`config.mk`:
```
export PLATFORM = sky130hd
export DESIGN_NAME = demux_collector
export DESIGN_NICKNAME = d
export VERILOG_FILES = /design/src/rtl/demux_collector_pkg.sv /design/src/rtl/demux_collector_decoder.sv /design/src/rtl/demux_collector.sv
export SDC_FILE = /design/constraint.sdc
export NUM_CORES = 1
export LEC_CHECK = 0
export ABC_AREA = 1
export ABC_CLOCK_PERIOD_IN_PS = 2300
export CAP_MARGIN = 15
export CORE_AREA = 2 2 98 77
export DETAILED_ROUTE_END_ITERATION = 7
export DIE_AREA = 0 0 100 79
export HOLD_SLACK_MARGIN = 0.1
export SETUP_SLACK_MARGIN = 0.4
export SLEW_MARGIN = 20
export SYNTH_ARGS = -nofsm -noshare
export SYNTH_HDL_FRONTEND = slang
export SYNTH_SLANG_ARGS = --single-unit
export TNS_END_PERCENT = 20
```
`constraint.sdc`:
```
create_clock -name clk -period 2.3 [get_ports clk]
set_clock_uncertainty 0.15 [all_clocks]
set_input_delay 0.575 -clock clk [delete_from_list [all_inputs] [get_ports clk]]
set_output_delay 0.575 -clock clk [all_outputs]
set_load 0.005 [all_outputs]
```
`src/rtl/demux_collector_pkg.sv`:
```
// Shared definitions for the 1-to-M bit demux collector.
package demux_collector_pkg;

   // Default number of select lines; the word width is 2**N.
   localparam int DEF_N = 4;

   // COLLECT accepts bits, HOLD presents the completed word.
   typedef enum logic {
      COLLECT = 1'b0,
      HOLD    = 1'b1
   } state_t;

endpackage

```
`src/rtl/demux_collector_decoder.sv`:
```
// N-bit index to M-bit one-hot write-enable decoder.
module demux_decoder #(
   parameter  int N = 4,
   localparam int M = 2**N
) (
   input  logic [N-1:0] idx,
   output logic [M-1:0] onehot
);

   // Exactly one bit set, at the addressed position.
   always_comb begin
      onehot      = '0;
      onehot[idx] = 1'b1;
   end

endmodule

```
`src/rtl/demux_collector.sv`:
```
// Routes a 1-bit stream into positions of an M-bit word (explicit select or
// auto-counter), then holds the completed word on a valid/ready output.
module demux_collector
   import demux_collector_pkg::*;
#(
   parameter  int N = DEF_N,
   localparam int M = 2**N
) (
   input  logic         clk,
   input  logic         rst,
   input  logic         in_valid,
   output logic         in_ready,
   input  logic         in_bit,
   input  logic         sel_mode,
   input  logic [N-1:0] sel,
   output logic [M-1:0] out_word,
   output logic         out_valid,
   input  logic         out_ready,
   output logic [N-1:0] wr_ptr
);

   state_t       state;
   logic [M-1:0] filled;
   logic [M-1:0] wen;
   logic [M-1:0] fill_next;
   logic [N-1:0] idx;
   logic         wr;

   // A write only happens while collecting; in_ready is low in HOLD.
   assign wr        = in_valid & in_ready;
   assign idx       = sel_mode ? sel : wr_ptr;
   assign fill_next = filled | wen;

   demux_decoder #(.N(N)) u_decoder (
      .idx    (idx),
      .onehot (wen)
   );

   // State, word, mask and pointer; handshake outputs are registered so
   // out_ready never reaches in_ready combinationally.
   always_ff @(posedge clk) begin
      if (rst) begin
         state     <= COLLECT;
         out_word  <= '0;
         filled    <= '0;
         wr_ptr    <= '0;
         in_ready  <= 1'b1;
         out_valid <= 1'b0;
      end else begin
         case (state)
            COLLECT: begin
               if (wr) begin
                  out_word[idx] <= in_bit;
                  filled        <= fill_next;
                  if (!sel_mode) wr_ptr <= wr_ptr + 1'b1;
                  // Completion is decided by the mask alone, so repeated
                  // explicit writes to one position never count twice.
                  if (&fill_next) begin
                     state     <= HOLD;
                     in_ready  <= 1'b0;
                     out_valid <= 1'b1;
                  end
               end
            end
            HOLD: begin
               if (out_ready) begin
                  state     <= COLLECT;
                  out_word  <= '0;
                  filled    <= '0;
                  wr_ptr    <= '0;
                  in_ready  <= 1'b1;
                  out_valid <= 1'b0;
               end
            end
            default: begin
               state     <= COLLECT;
               in_ready  <= 1'b1;
               out_valid <= 1'b0;
            end
         endcase
      end
   end

endmodule

```
Yosys cells after proc, flatten, opt, wreduce, memory -nomap -nowiden
Index checks and enable logic that the tools add are counted.
{"block": "classes", "n_addsub": 1, "n_lt_le_gt_ge": 2, "eq_ne": 4, "mux": 25, "bitwise_logic": 3, "reduce_logical": 5}
{"operator": "16-bit one-hot mux with 2 select lines", "n": 2}
{"operator": "16-bit 2-to-1 mux", "n": 3}
{"operator": "16-bit bitwise mux", "n": 1}
{"operator": "4-bit 2-to-1 mux", "n": 4}
{"operator": "16-bit OR", "n": 1}
{"operator": "16-bit AND reduction", "n": 1}
{"operator": "1-bit 2-to-1 mux", "n": 10}
{"operator": "2-bit inequality test, second input constant", "n": 4}
{"operator": "4-bit one-hot mux with 2 select lines", "n": 1}
{"operator": "1-bit one-hot mux with 2 select lines", "n": 3}
{"operator": "3-bit AND reduction", "n": 2}
{"operator": "4-bit by 5-bit < comparator with 1-bit output, second input constant", "n": 1}
{"operator": "4-bit by 1-bit adder with 4-bit output, second input constant", "n": 1}
{"operator": "1-bit demux with 4-bit select", "n": 1}
{"operator": "4-bit by 1-bit >= comparator with 1-bit output, second input constant", "n": 1}
{"operator": "2-bit AND reduction", "n": 1}
{"operator": "1-bit AND", "n": 1}
{"operator": "1-bit logical AND", "n": 1}
{"operator": "1-bit NOT", "n": 1}
{"block": "totals", "reg_bits": 39, "inputBits": 10, "elab_cells": 46}

Depth between registers and ports, before layout
Gate-level depths: netlist of run 1.
{"block": "depth", "ltp_word": 10, "mapped_depth": 14, "depth_no_buf": 13}

By module
A second synthesis of run 1 with hierarchy kept.
{"block": "unflattened", "cells_unflattened": 303, "area_unflattened_um2": 2132.0}
{"mod": "demux_collector", "n_inst": 1, "cells_each": 275, "area_per_inst_um2": 2026.9}
{"mod": "demux_decoder", "n_inst": 1, "cells_each": 28, "area_per_inst_um2": 105.1}

Least setup slack after synthesis of run 1
OpenSTA, ideal clock, no wires.
{"block": "synth_path", "path_type": "input -> register", "startpoint": "in sel_mode", "endpoint": "reg in_ready", "arrival_time_ps": 1579, "required_time_ps": 2028, "path_slack_ps": 450, "cell_stages": 13, "path_cell_list": "buf_6 -> inv_8 -> nand2_4 -> nand2_4 -> nand2_1 -> inv_2 -> nand2_1 -> nand2_1 -> nand2_1 -> nor2_1 -> nand3_1 -> o21bai_1 -> nand2_1"}
{"block": "synth_between", "elab_chain_cells": 9}
{"item": "start: declaration", "line_no": "demux_collector.sv:14", "text": "input logic sel_mode,"}
{"item": "4-bit 2-to-1 mux (*)", "line_no": "demux_collector.sv:31", "text": "assign idx = sel_mode ? sel : wr_ptr;"}
{"item": "4-bit by 5-bit < comparator with 1-bit output (not written as such) / 4-bit by 1-bit >= comparator with 1-bit output (equally long branches)", "line_no": "demux_collector_decoder.sv:13", "text": "onehot[idx] = 1'b1;"}
{"item": "1-bit logical AND (not written as such)", "line_no": "demux_collector_decoder.sv:13"}
{"item": "1-bit 2-to-1 mux (not written as such)", "line_no": "demux_collector_decoder.sv:13"}
{"item": "1-bit demux with 4-bit select (*)"}
{"item": "16-bit OR (*)", "line_no": "demux_collector.sv:32", "text": "assign fill_next = filled | wen;"}
{"item": "16-bit AND reduction (*)", "line_no": "demux_collector.sv:58", "text": "if (&fill_next) begin"}
{"item": "2-bit inequality test (no source line) (*)"}
{"item": "3-bit AND reduction (no source line) (*)"}
{"item": "end signal: assignment", "line_no": "demux_collector.sv:47", "text": "in_ready <= 1'b1;"}
{"item": "end signal: assignment", "line_no": "demux_collector.sv:60", "text": "in_ready <= 1'b0;"}
{"item": "end signal: assignment", "line_no": "demux_collector.sv:71", "text": "in_ready <= 1'b1;"}
{"item": "end: declaration", "line_no": "demux_collector.sv:12", "text": "output logic in_ready,"}
Mark *: on every way between the ends. The rest lies on a longest branch, timed or not.
A chain may end at the register's enable or synchronous reset.

Final worst setup path of run 1
{"block": "layout_path", "startpoint": "reg wr_ptr[1]", "endpoint": "out wr_ptr[1]"}
{"item": "start: declaration", "line_no": "demux_collector.sv:19", "text": "output logic [N-1:0] wr_ptr"}
{"item": "start signal: assignment", "line_no": "demux_collector.sv:55", "text": "if (!sel_mode) wr_ptr <= wr_ptr + 1'b1;"}
No word-level cell between the ends.

==> results of run 1 <==
## synthesized netlist by cell type, types with 4 or more instances
cell / n
a211oi_1: 14
clkbuf_1: 4
nor2_4: 6
nand2_4: 8
nand2_1: 57
o21ai_0: 18
nor3_1: 6
nor2_1: 32
nand2_2: 9
nand3_1: 15
inv_1: 43
dfxtp_1: 39
a21oi_1: 17
## power groups by stage
stage          registers, W  clock network (W)  logic [W]
6_report           0.000700           0.000601   0.000313
3_3_place_gp       0.000719                  0   0.000249
3_5_place_dp       0.000720                  0   0.000250
5_1_grt            0.000703           0.000647   0.000341
2_1_floorplan      0.000719                  0   0.000139
4_1_cts            0.000704           0.000613   0.000282
## worst max path at each step
stage	slack, ns	to	startpoint
6_report	0.40	wr_ptr[1]	wr_ptr[1]$_SDFFE_PP0P_
5_1_grt	0.34	wr_ptr[2]$_SDFFE_PP0P_	in_valid
4_1_cts	0.36	wr_ptr[3]	wr_ptr[3]$_SDFFE_PP0P_
3_5_place_dp	-0.25	in_ready$_SDFFE_PP1P_	sel_mode
3_3_place_gp	-0.24	in_ready$_SDFFE_PP1P_	sel_mode
2_1_floorplan	0.45	in_ready$_SDFFE_PP1P_	sel_mode
## flip-flops by register name (all words and copies together), names as in the netlist
signal     flops
in_ready       1
out_valid      1
out_word      16
state          1
wr_ptr         4
filled        16
## timing repair
item	in CTS	in global routing
buffers inserted	14	4
gates cloned	2	1
resized for setup	25	29
setup endpoints to repair	31	31
pin swaps	19	19
## layer usage
metal	share of wire [%]	vias to the layer above	GRT usage [%]	wire length [um]
met5	0	-	0	0
met4	0.58	0	3.288	31
met3	3.2	2	2.729	168
met2	46	29	21.49	2439
met1	50	912	19.55	2668
li1	-	1061	-	-
## area by class of cell
| type | instances | area (um^2) |
|---|---|---|
| clock buffers | 6 | 82.58 |
| clock inverters | 2 | 35.03 |
| fillers | 711 | 3985 |
| inverters | 47 | 183.9 |
| multi-input cells | 191 | 1125 |
| flip-flops and latches | 39 | 794.5 |
| well taps | 87 | 108.9 |
| repair buffers | 80 | 698.2 |
| repair inverters | 2 | 13.76 |
## through the flow
step,setup slack [ns],setup TNS (ns),hold slack (ns),cells
finish,0.3962,0,0.3113,454
global route,0.3405,0,0.3328,454
CTS,0.3622,0,0.3154,449
detailed placement,-0.2527,-1.530,0.2973,425
global placement,-0.2420,-1.161,0.2967,425
floorplan,0.4496,0,0.2887,284
## cell families after synthesis
kind of cell,after synthesis,share of synthesized area (%)
compound gates,52,14.77
simple gates,138,35.23
fa+ha+maj,1,0.6179
flops,39,38.57
buf+inv,54,10.81
==> metrics.csv, run 1 <==
stage,metric,value,unit
status,status,completed,
critical_path,worst-path-buf-inv,1,
critical_path,critPathTopFamily,buffers and inverters,
routing,dr.pass1.iters,4,
critical_path,critPathKind,reg2out,
critical_path,arrival,1.18,ns
hold_path,hold_path_depth,2,
clock_tree,clk_pin_slew,0.08,ns
final_layout,area.growth.synth_to_final,50.25,%
yosys,async_flop_share,0,%
critical_path,startpoint_type,register,
final_layout,n_antenna_cell,0,
timing,worst_slew_pin_slew,0.5951,ns
clock_tree,clock_latency,0.29,ns
die,core,7027,um^2
clock_tree,cts_tree,done,
routing,drc,0,
global_routing,grt_remaining_overflow,0,
critical_path,r2r_cells,12,
routing,drtAntennaViolNets,0,
power_and_ir_drop,switching_share,26.14,%
die,die_w,100,um
routing,vias_per_cell,4.414,
timing,hold_viol_final,0,
timing,relSlewSlack,60.20,%
hold_path,hold_class,reg2reg,
die,rows,27,
timing,rsz0062_at_grt,yes,
placement,dp_hpwl,3715,um
yosys,synth_top_cells_by_area,"dfxtp_1 39%, nand2_1 11%, inv_1 8.0%",
routing,totalWireLength,5307,um
global_routing,grt_start_max_net_pins,19,
power_and_ir_drop,net-switching-power,0.0004220,W
yosys,synthDistinctLibCells,27,
yosys,synth_top_cell_area_share,38.57,%
yosys,synth_nets,295,
global_routing,grtUsageTotal,13.77,%
timing,drv_slew,0,
clock_tree,h-tree-depth,2,
placement,place.gp.congestion,0.8161,
final_layout,finalInstanceArea,3042,um^2
critical_path,crit_required,1.57,ns
yosys,synth-edff-count,0,
die,die_h,79,um
routing,drtIter0Drc,100,
clock_tree,cts_buffers,5,
power_and_ir_drop,peakVddDrop,0.2524,mV
critical_path,reg2reg_to,in_ready$_SDFFE_PP1P_,
placement,postPlaceCellArea,2634,um^2
yosys,netlist.top_cell.by_area,dfxtp_1,
yosys,yosysSeqAreaShare,38.57,%
global_routing,antenna_found_initial,0,
critical_path,worst-path-max-fanout,6,
critical_path,rr_startpoint,wr_ptr[0]$_SDFFE_PP0P_,
clock_tree,clockBufferDepth,2,
critical_path,crit_slowest_cell,clkdlybuf4s50_1,
hold_path,hold-path-endpoint,out_word[9]$_SDFFE_PP0P_,
yosys,yosysWarnings,0,
timing,setup_violations,0,
global_routing,grt_pass1_wl,8728,um
routing,wl_per_cell,11.69,um
power_and_ir_drop,power_density,530.7,nW/um^2
hold_path,hold_path.startpoint,out_word[9]$_SDFFE_PP0P_,
power_and_ir_drop,pwr-share-seq,43.4,%
placement,io_buffers,31,
final_layout,post-route-util,43.29,%
final_layout,final_cell_mix,"45 x buf_4, 44 x nand2_1, 42 x inv_1",
power_and_ir_drop,pwr-share-comb,19.4,%
clock_tree,cts_root_buf,clkbuf_8,
die,start_util,28.81,%
die,io_pins,32,
power_and_ir_drop,power_leakage,1.280,nW
power_and_ir_drop,pwr-share-clk,37.2,%
global_routing,grt_pass1_vias,1867,
critical_path,crit_cells,1,
die,die_area,7900,um^2
critical_path,path_cells,clkdlybuf4s50_1,
yosys,syn_area_per_cell,7.128,um^2
run,maxCapViolations,0,
power_and_ir_drop,p_total,0.001614,W
routing,via_count,2004,
power_and_ir_drop,intPower,0.001192,W
timing,max_freq,525.3,MHz
timing,fin_crit_sh,82.77,%
timing,period_minus_slack,1.904,ns
critical_path,cp-end-kind,output port,
yosys,syn_inst,284,
final_layout,layout.nets,377,
yosys,ys_ff_latch,39,
final_layout,final_common_cell,buf_4,
clock_tree,cts.sinks,39,
clock_tree,cts_hold_buf,0,
critical_path,regToRegSetupSlack,0.58,ns
yosys,synth_flop_cell,dfxtp_1,
yosys,netlist_area,2024,um^2
final_layout,drive_above_1_share,32.15,%
critical_path,critPathMaxStageDelay,0.50,ns
Power figures use the tool's default switching activity.
==> run 2, diff against run 1 <==
--- a/config.mk
+++ b/config.mk
@@ -6,7 +6,7 @@
 export NUM_CORES = 1
 export LEC_CHECK = 0
 export ABC_AREA = 1
-export ABC_CLOCK_PERIOD_IN_PS = 2300
+export ABC_CLOCK_PERIOD_IN_PS = 1930
 export CAP_MARGIN = 15
 export CORE_AREA = 2 2 98 77
 export DETAILED_ROUTE_END_ITERATION = 7
==> constraint.sdc (replaced) <==
create_clock -name clk -period 1.93 [get_ports clk]
set_clock_uncertainty 0.15 [all_clocks]
set_input_delay 0.4825 -clock clk [delete_from_list [all_inputs] [get_ports clk]]
set_output_delay 0.4825 -clock clk [all_outputs]
set_load 0.005 [all_outputs]
==> metrics.csv, run 2 (synthesis results as in run 1) <==
stage,metric,value,unit,change
routing,wl_per_cell,12.36,um,+5.8%
routing,totalWireLength,5699,um,+7.4%
critical_path,cp-end-kind,output port,,
critical_path,setup.worst_path.end,out_word[10],,
final_layout,regArea,800.8,um^2,+0.79%
global_routing,grt_pass1_vias,2060,,+10%
critical_path,path_cells,clkdlybuf4s50_1,,
timing,fin_crit_sh,92.04,%,
clock_tree,clock_latency,0.31,ns,+0.02 ns
critical_path,arrival,1.14,ns,-0.04 ns
critical_path,critical_path.startpoint,out_word[10]$_SDFFE_PP0P_,,
clock_tree,cts_tree,done,,
final_layout,layout.nets,384,,+1.9%
die,core,7027,um^2,unchanged
critical_path,critPathMaxStageDelay,0.50,ns,about the same
global_routing,grt_pass1_wl,9791,um,+12%
die,die_w,100,um,unchanged
critical_path,crit_slowest_cell,clkdlybuf4s50_1,,
timing,relSlewSlack,80.39,%,+20 points
placement,io_buffers,31,,unchanged
final_layout,biggestRegsByFlops,"filled (16), out_word (16), wr_ptr (4)",,
final_layout,n_antenna_cell,0,,unchanged
final_layout,n_fill_cell,688,,-3.2%
timing,hold_viol_final,0,,unchanged
final_layout,multi_input_area,1210,um^2,+7.6%
timing,worst_slew_pin_slew,0.2930,ns,-0.3020 ns
die,die_area,7900,um^2,unchanged
critical_path,crit_required,1.30,ns,-0.27 ns
timing,max_freq,562.9,MHz,
final_layout,finalInstanceArea,3244,um^2,+6.7%
final_layout,area.growth.synth_to_final,60.26,%,
hold_path,hold_class,reg2reg,,
timing,setup_violations,0,,unchanged
die,rows,27,,unchanged
routing,vias_per_cell,4.445,,+0.69%
power_and_ir_drop,power_density,606.3,nW/um^2,+14%
status,status,completed,,
clock_tree,clk_pin_slew,0.09,ns,about the same
clock_tree,h-tree-depth,2,,unchanged
critical_path,startpoint_type,register,,
critical_path,critPathTopFamily,buffers and inverters,,
critical_path,critPathKind,reg2out,,
final_layout,final_cell_mix,"49 x buf_4, 37 x inv_1, 34 x nand2_1",,
power_and_ir_drop,peakVddDrop,0.2607,mV,+3.3%
routing,drtAntennaViolNets,0,,unchanged
clock_tree,cts_hold_buf,0,,unchanged
global_routing,antenna_found_initial,0,,unchanged
routing,drtIter0Drc,59,,-41%
critical_path,regToRegSetupSlack,0.17,ns,-0.41 ns
die,start_util,28.81,%,unchanged
critical_path,reg2reg_to,in_ready$_SDFFE_PP1P_,,
die,die_h,79,um,unchanged
global_routing,grt.met1_usage,20.66,%,+1.1 points
routing,dr.pass1.iters,4,,unchanged
global_routing,top_usage_layer,met2,,
critical_path,worst-path-buf-inv,1,,unchanged
critical_path,crit_cells,1,,unchanged
global_routing,grt_remaining_overflow,0,,unchanged
placement,place.gp.congestion,0.8375,,+2.6%
power_and_ir_drop,power_leakage,1.482,nW,+16%
timing,rsz0062_at_grt,yes,,
timing,period_minus_slack,1.776,ns,
global_routing,grtUsageMet3,3.697,%,+0.97 points
timing,setup_slack,0.1536,ns,-0.2426 ns
timing,timing.hold.ws,0.3053,ns,-0.005989 ns
routing,via_count,2049,,+2.2%
die,io_pins,32,,unchanged
placement,post-place-ws,-0.5538,ns,-0.3011 ns
critical_path,r2r_cells,11,,-1
timing,drv_slew,0,,unchanged
critical_path,rr_startpoint,wr_ptr[2]$_SDFFE_PP0P_,,
placement,dp_hpwl,3795,um,+2.2%
critical_path,worst-path-max-fanout,2,,-4
global_routing,grtUsageTotal,15.72,%,+1.9 points
run,maxCapViolations,0,,unchanged
final_layout,final_common_cell,buf_4,,
global_routing,grt_start_max_net_pins,19,,unchanged
clock_tree,clockBufferDepth,2,,unchanged
final_layout,drive_above_1_share,41.71,%,+9.6 points
power_and_ir_drop,p_total,0.001967,W,+22%
routing,drc,0,,unchanged
clock_tree,cts_root_buf,clkbuf_8,,
global_routing,grt_util_met2,25.34,%,+3.9 points
placement,postPlaceCellArea,2738,um^2,+3.9%
clock_tree,cts.sinks,39,,unchanged
clock_tree,cts_buffers,5,,unchanged
run 2: worst min path at each step:
stage | from | end | slack [ns] | depth (start not counted)
6_report | out_word[1]$_SDFFE_PP0P_ | out_word[1]$_SDFFE_PP0P_ | 0.31 | 2
4_1_cts | out_word[1]$_SDFFE_PP0P_ | out_word[1]$_SDFFE_PP0P_ | 0.31 | 2
2_1_floorplan | filled[0]$_SDFFE_PP0P_ | filled[0]$_SDFFE_PP0P_ | 0.29 | 2
3_3_place_gp | out_word[12]$_SDFFE_PP0P_ | out_word[12]$_SDFFE_PP0P_ | 0.30 | 2
3_5_place_dp | out_word[1]$_SDFFE_PP0P_ | out_word[1]$_SDFFE_PP0P_ | 0.30 | 2
5_1_grt | out_valid$_SDFFE_PP0P_ | out_valid$_SDFFE_PP0P_ | 0.32 | 2
run 2: worst register-to-register path: stages, from the launching register on:
cell,delay [ns]
dfxtp_4,0.35
buf_4,0.14
nand2_4,0.08
nand2_8,0.07
nor2_4,0.21
nand2_2,0.08
nand2_1,0.07
nand2_1,0.06
nor2_2,0.14
nand3_2,0.10
o21bai_1,0.12
nand2_1,0.06
run 2: metal layers:
layer,up-vias,part of all wire (%)
met1,937,49
li1,1073,-
met5,-,0
met4,0,1.5
met2,29,46
met3,10,3.3
run 2: report_power, final:
| part | switching, W | internal (W) |
|---|---|---|
| sequential | 0.00000989 | 0.000824 |
| combinational | 0.000212 | 0.000187 |
| clock | 0.000315 | 0.000419 |
| total | 0.000537 | 0.00143 |
run 2: repair_timing:
action | CTS | global route
endpoints found under the hold margin | 0 | 0
resized for setup | 71 | 34
gates cloned | 2 | 0
endpoints found under the setup margin | 61 | 57
buffers inserted | 12 | 5
pin swaps | 25 | 14
run 2: through the flow:
| stage | std cells | util, % | setup TNS (ns) |
|---|---|---|---|
| after detailed placement | 434 | 38.96 | -9.444 |
| after global placement | 434 | 38.96 | -8.442 |
| after floorplan | 284 | - | 0 |
| after CTS | 456 | 44.44 | 0 |
| final | 461 | 46.17 | 0 |
| after global routing | 461 | 46.17 | 0 |
run 2: area by class of cell:
type	count	share of cell area (%)
multi-input combinational	191	37.29
sequential	39	24.68
timing repair inverter	1	0.2314
timing repair buffer	88	24.76
clock buffer	6	2.545
clock inverter	2	1.080
tap	87	3.355
inverter	47	6.055
==> patch 1, RTL diff (config.mk and constraints of run 1) <==
Change the package constant `DEF_N` from 4 to 3.
--- a/src/rtl/demux_collector_pkg.sv
+++ b/src/rtl/demux_collector_pkg.sv
@@ -3,5 +3,5 @@
 
    // Default number of select lines; the word width is 2**N.
-   localparam int DEF_N = 4;
+   localparam int DEF_N = 3;
 
    // COLLECT accepts bits, HOLD presents the completed word.
Ports: changed (resized out_word, sel and wr_ptr); port bits go from 32 to 22. No check against the original RTL was run, so the function may have changed too.
==> patch 1 against run 1 <==
  * Synthesized area shrank 45%
  * Count of clock-buffer cells in the layout decreased by 3
  * Setup slack improved by 0.0065 ns
  * Power decreased by 53%
  * Sequential cell count shrank 17
  * First-iteration DRC count decreased by 35%
  * Clock power decreased by 59%
  * Wire length shrank 44%
  * Sequential power decreased by 43%
  * Design area fell by 49%
  * Critical endpoint is now wr_ptr[0]
  * Largest power group unchanged
  * Highest routed layer unchanged
==> patch 1: results <==
group,metric,value,unit
power,p_switching,197.4,uW
sta,fin_ws,0.4027,ns
drt,routed_wl,2992,um
finish,multi_input_area,566.8,um2
status,status,"complete, no violations",
finish,fin_nets,205,
place,place_ws,-0.001475,ns
finish,nFillCells,778,
global_routing,grt_pass1_vias,1008,
drt,drtIter0Drc,65,
worst_setup_path,r2r_setup_slack,0.80,ns
worst_setup_path,crit_start,"wr_ptr[0]",
finish,inv_count,23,
clocking,cts_htree_levels,1,
global_routing,met3_usage,3.697,%
finish,clockNetworkAreaShare,2.655,%
place,gp_congestion,0.8463,
place,port_buffers,21,
finish,utilization,22.13,%
finish,buffers,34,
power,power.leakage,0.6590,nW
clocking,cts-resized-gates,1,
place,dp_hpwl,2300,um
logic_synthesis,synth_cell_type_count,22,
finish,nonClkBufAreaFrac,19.87,%
place,dpl-instance-area,1493,um2
power,pg_clk,245,uW
logic_synthesis,ys_ff_latch,22,
global_routing,grt_util_met1,11.31,%
place,dpl.cell_count,276,
worst_setup_path,slowest_delay,0.53,ns
clocking,cts_setup_buffers,1,
logic_synthesis,syn_inst,159,
logic_synthesis,syn_nets,169,
finish,largestRegisters,"filled (8), out_word (8), wr_ptr (3)",
worst_setup_path,critPathMaxFanout,5,
power,comb_power_share,15.4,%
clocking,insertion_delay,0.26,ns
==> patch 1: cell count changes after synthesis, sizes merged, moves of 3 or more <==
cell,delta
dfxtp,-17
nand2,-31
a221oi,+5
a21oi,-13
a211oi,-12
or2,+3
inv,-23
clkbuf,-3
nor2,-19
nor3,+3
nand3,-3
o21ai,-10
==> patch 1: per-layer routing <==
layer	share of wire [%]	wire, um
met1	53	1594
met2	39	1177
met3	6.1	183
met4	1.2	36
met5	0	0
==> patch 1: worst paths after layout <==
kind / to / cells after the start
setup / recovery: wr_ptr[0] / 1
hold / removal: out_valid / 2
setup reg to reg: out_word[4] / 7
hold reg to reg: out_valid / 2
==> patch 1: logic make-up (layout without fill, tap and decap cells) <==
| family | Yosys count | after routing | synth area share, % |
|---|---|---|---|
| flip-flops | 22 | 22 | 39.91 |
| AO/OA/AOI/OAI | 21 | 21 | 11.90 |
| adder cells (fa/ha/maj) | 1 | 1 | 1.134 |
| AND/OR/NAND/NOR | 89 | 89 | 37.41 |
| buffers and inverters | 26 | 60 | 9.636 |
==> patch 2, RTL diff (flow settings as in run 1) <==
Made on the original files. Add an input register stage for `sel_mode`, with the module's reset; this delays it by one clock. The other inputs are not delayed to match.
--- a/src/rtl/demux_collector.sv
+++ b/src/rtl/demux_collector.sv
@@ -20,4 +20,14 @@
 );
 
+   logic sel_mode_q;
+
+   always_ff @(posedge clk) begin
+      if (rst) begin
+         sel_mode_q <= '0;
+      end else begin
+         sel_mode_q <= sel_mode;
+      end
+   end
+
    state_t       state;
    logic [M-1:0] filled;
@@ -29,5 +39,5 @@
    // A write only happens while collecting; in_ready is low in HOLD.
    assign wr        = in_valid & in_ready;
-   assign idx       = sel_mode ? sel : wr_ptr;
+   assign idx       = sel_mode_q ? sel : wr_ptr;
    assign fill_next = filled | wen;
 
@@ -53,5 +63,5 @@
                   out_word[idx] <= in_bit;
                   filled        <= fill_next;
-                  if (!sel_mode) wr_ptr <= wr_ptr + 1'b1;
+                  if (!sel_mode_q) wr_ptr <= wr_ptr + 1'b1;
                   // Completion is decided by the mask alone, so repeated
                   // explicit writes to one position never count twice.
Formal check against the unedited RTL: not equivalent (Yosys sat finds a counterexample within 4 cycles, from zero or initial values and one cycle with rst high).
==> patch 2 against run 1 <==
  * Combinational power fell by 5%
  * Power increased by 2.8%
  * Die area did not move
  * Non-clock buffer count decreased by 2
  * Sequential cell count grew 1
  * Design area fell by 1.4%
  * Wire length down 5.1%
  * Setup slack worse by 0.015 ns
  * Critical path depth unchanged
  * Synthesized area up 1.2%
==> patch 2: results <==
group,metric,value,unit
logic_synthesis,yosys-top-cells-count,"nand2_1 (57), inv_1 (43), dfxtp_1 (40)",
place,dpl.cell_count,422,
finish,clock_buffers,7,
worst_setup_path,cp-endpoint,"wr_ptr[0]",
place,dp_hpwl,3537,um
drt,wl_met2,2216,um
logic_synthesis,syn_inst,285,
finish,nonClkBufAreaFrac,22.54,%
sta,post-route-period-util,83.41,%
clocking,cts_num_sinks,40,
sta,tightest_slew,0.2508,ns
finish,buffers,78,
worst_setup_path,r2r_start,"sel_mode_q",
logic_synthesis,yosysSeqAreaShare,39.10,%
status,status,"complete, no violations",
power,irDropWorstVdd,0.0002223,V
finish,fin_nets,374,
global_routing,grt_pass1_vias,1775,
place,gp_congestion,0.8346,
global_routing,met2_usage,19.86,%
hold_path,min_from,"out_word[14]",
global_routing,met3_usage,3.257,%
drt,vias,1977,
finish,inv_count,47,
drt,drtIter0Drc,103,
global_routing,track_usage,12.93,%
power,power.leakage,1.276,nW
logic_synthesis,synthTopCellsByArea,"dfxtp_1 (39%), nand2_1 (10%), inv_1 (7.9%)",
finish,stdcell_count,451,
patch 2: where the power goes:
part	total [mW]	switching [mW]	internal [mW]
Sequential	0.725	0.0152	0.710
Clock	0.637	0.253	0.383
Combinational	0.298	0.156	0.142
patch 2: stage by stage:
stage               utilization [%]  instance area, um2  power [mW]  hold WS (ns)
detailed placement            37.39                2628      0.9928        0.2923
global route                  42.66                2998       1.742        0.3342
CTS                           40.71                2860       1.649        0.3094
finish                        42.66                2998       1.660        0.3074
floorplan                         -                2048      0.8833        0.2887
global placement              37.39                2628      0.9910        0.2944
patch 2: kinds of logic (layout without fill, tap and decap cells):
logic type / Yosys count / after routing / synth area share [%]
fa+ha+maj: 1 / 1 / 0.6108
simple gates: 137 / 137 / 34.51
flops: 40 / 40 / 39.10
buf+inv: 54 / 133 / 10.57
compound gates: 53 / 53 / 15.21
patch 2: timing repair:
item                                   CTS  global route
gates cloned                             0             0
pin swaps                               17            19
setup endpoints to repair               10            33
resized for setup                       18            25
setup buffers                           11            10
endpoints found under the hold margin    0             0
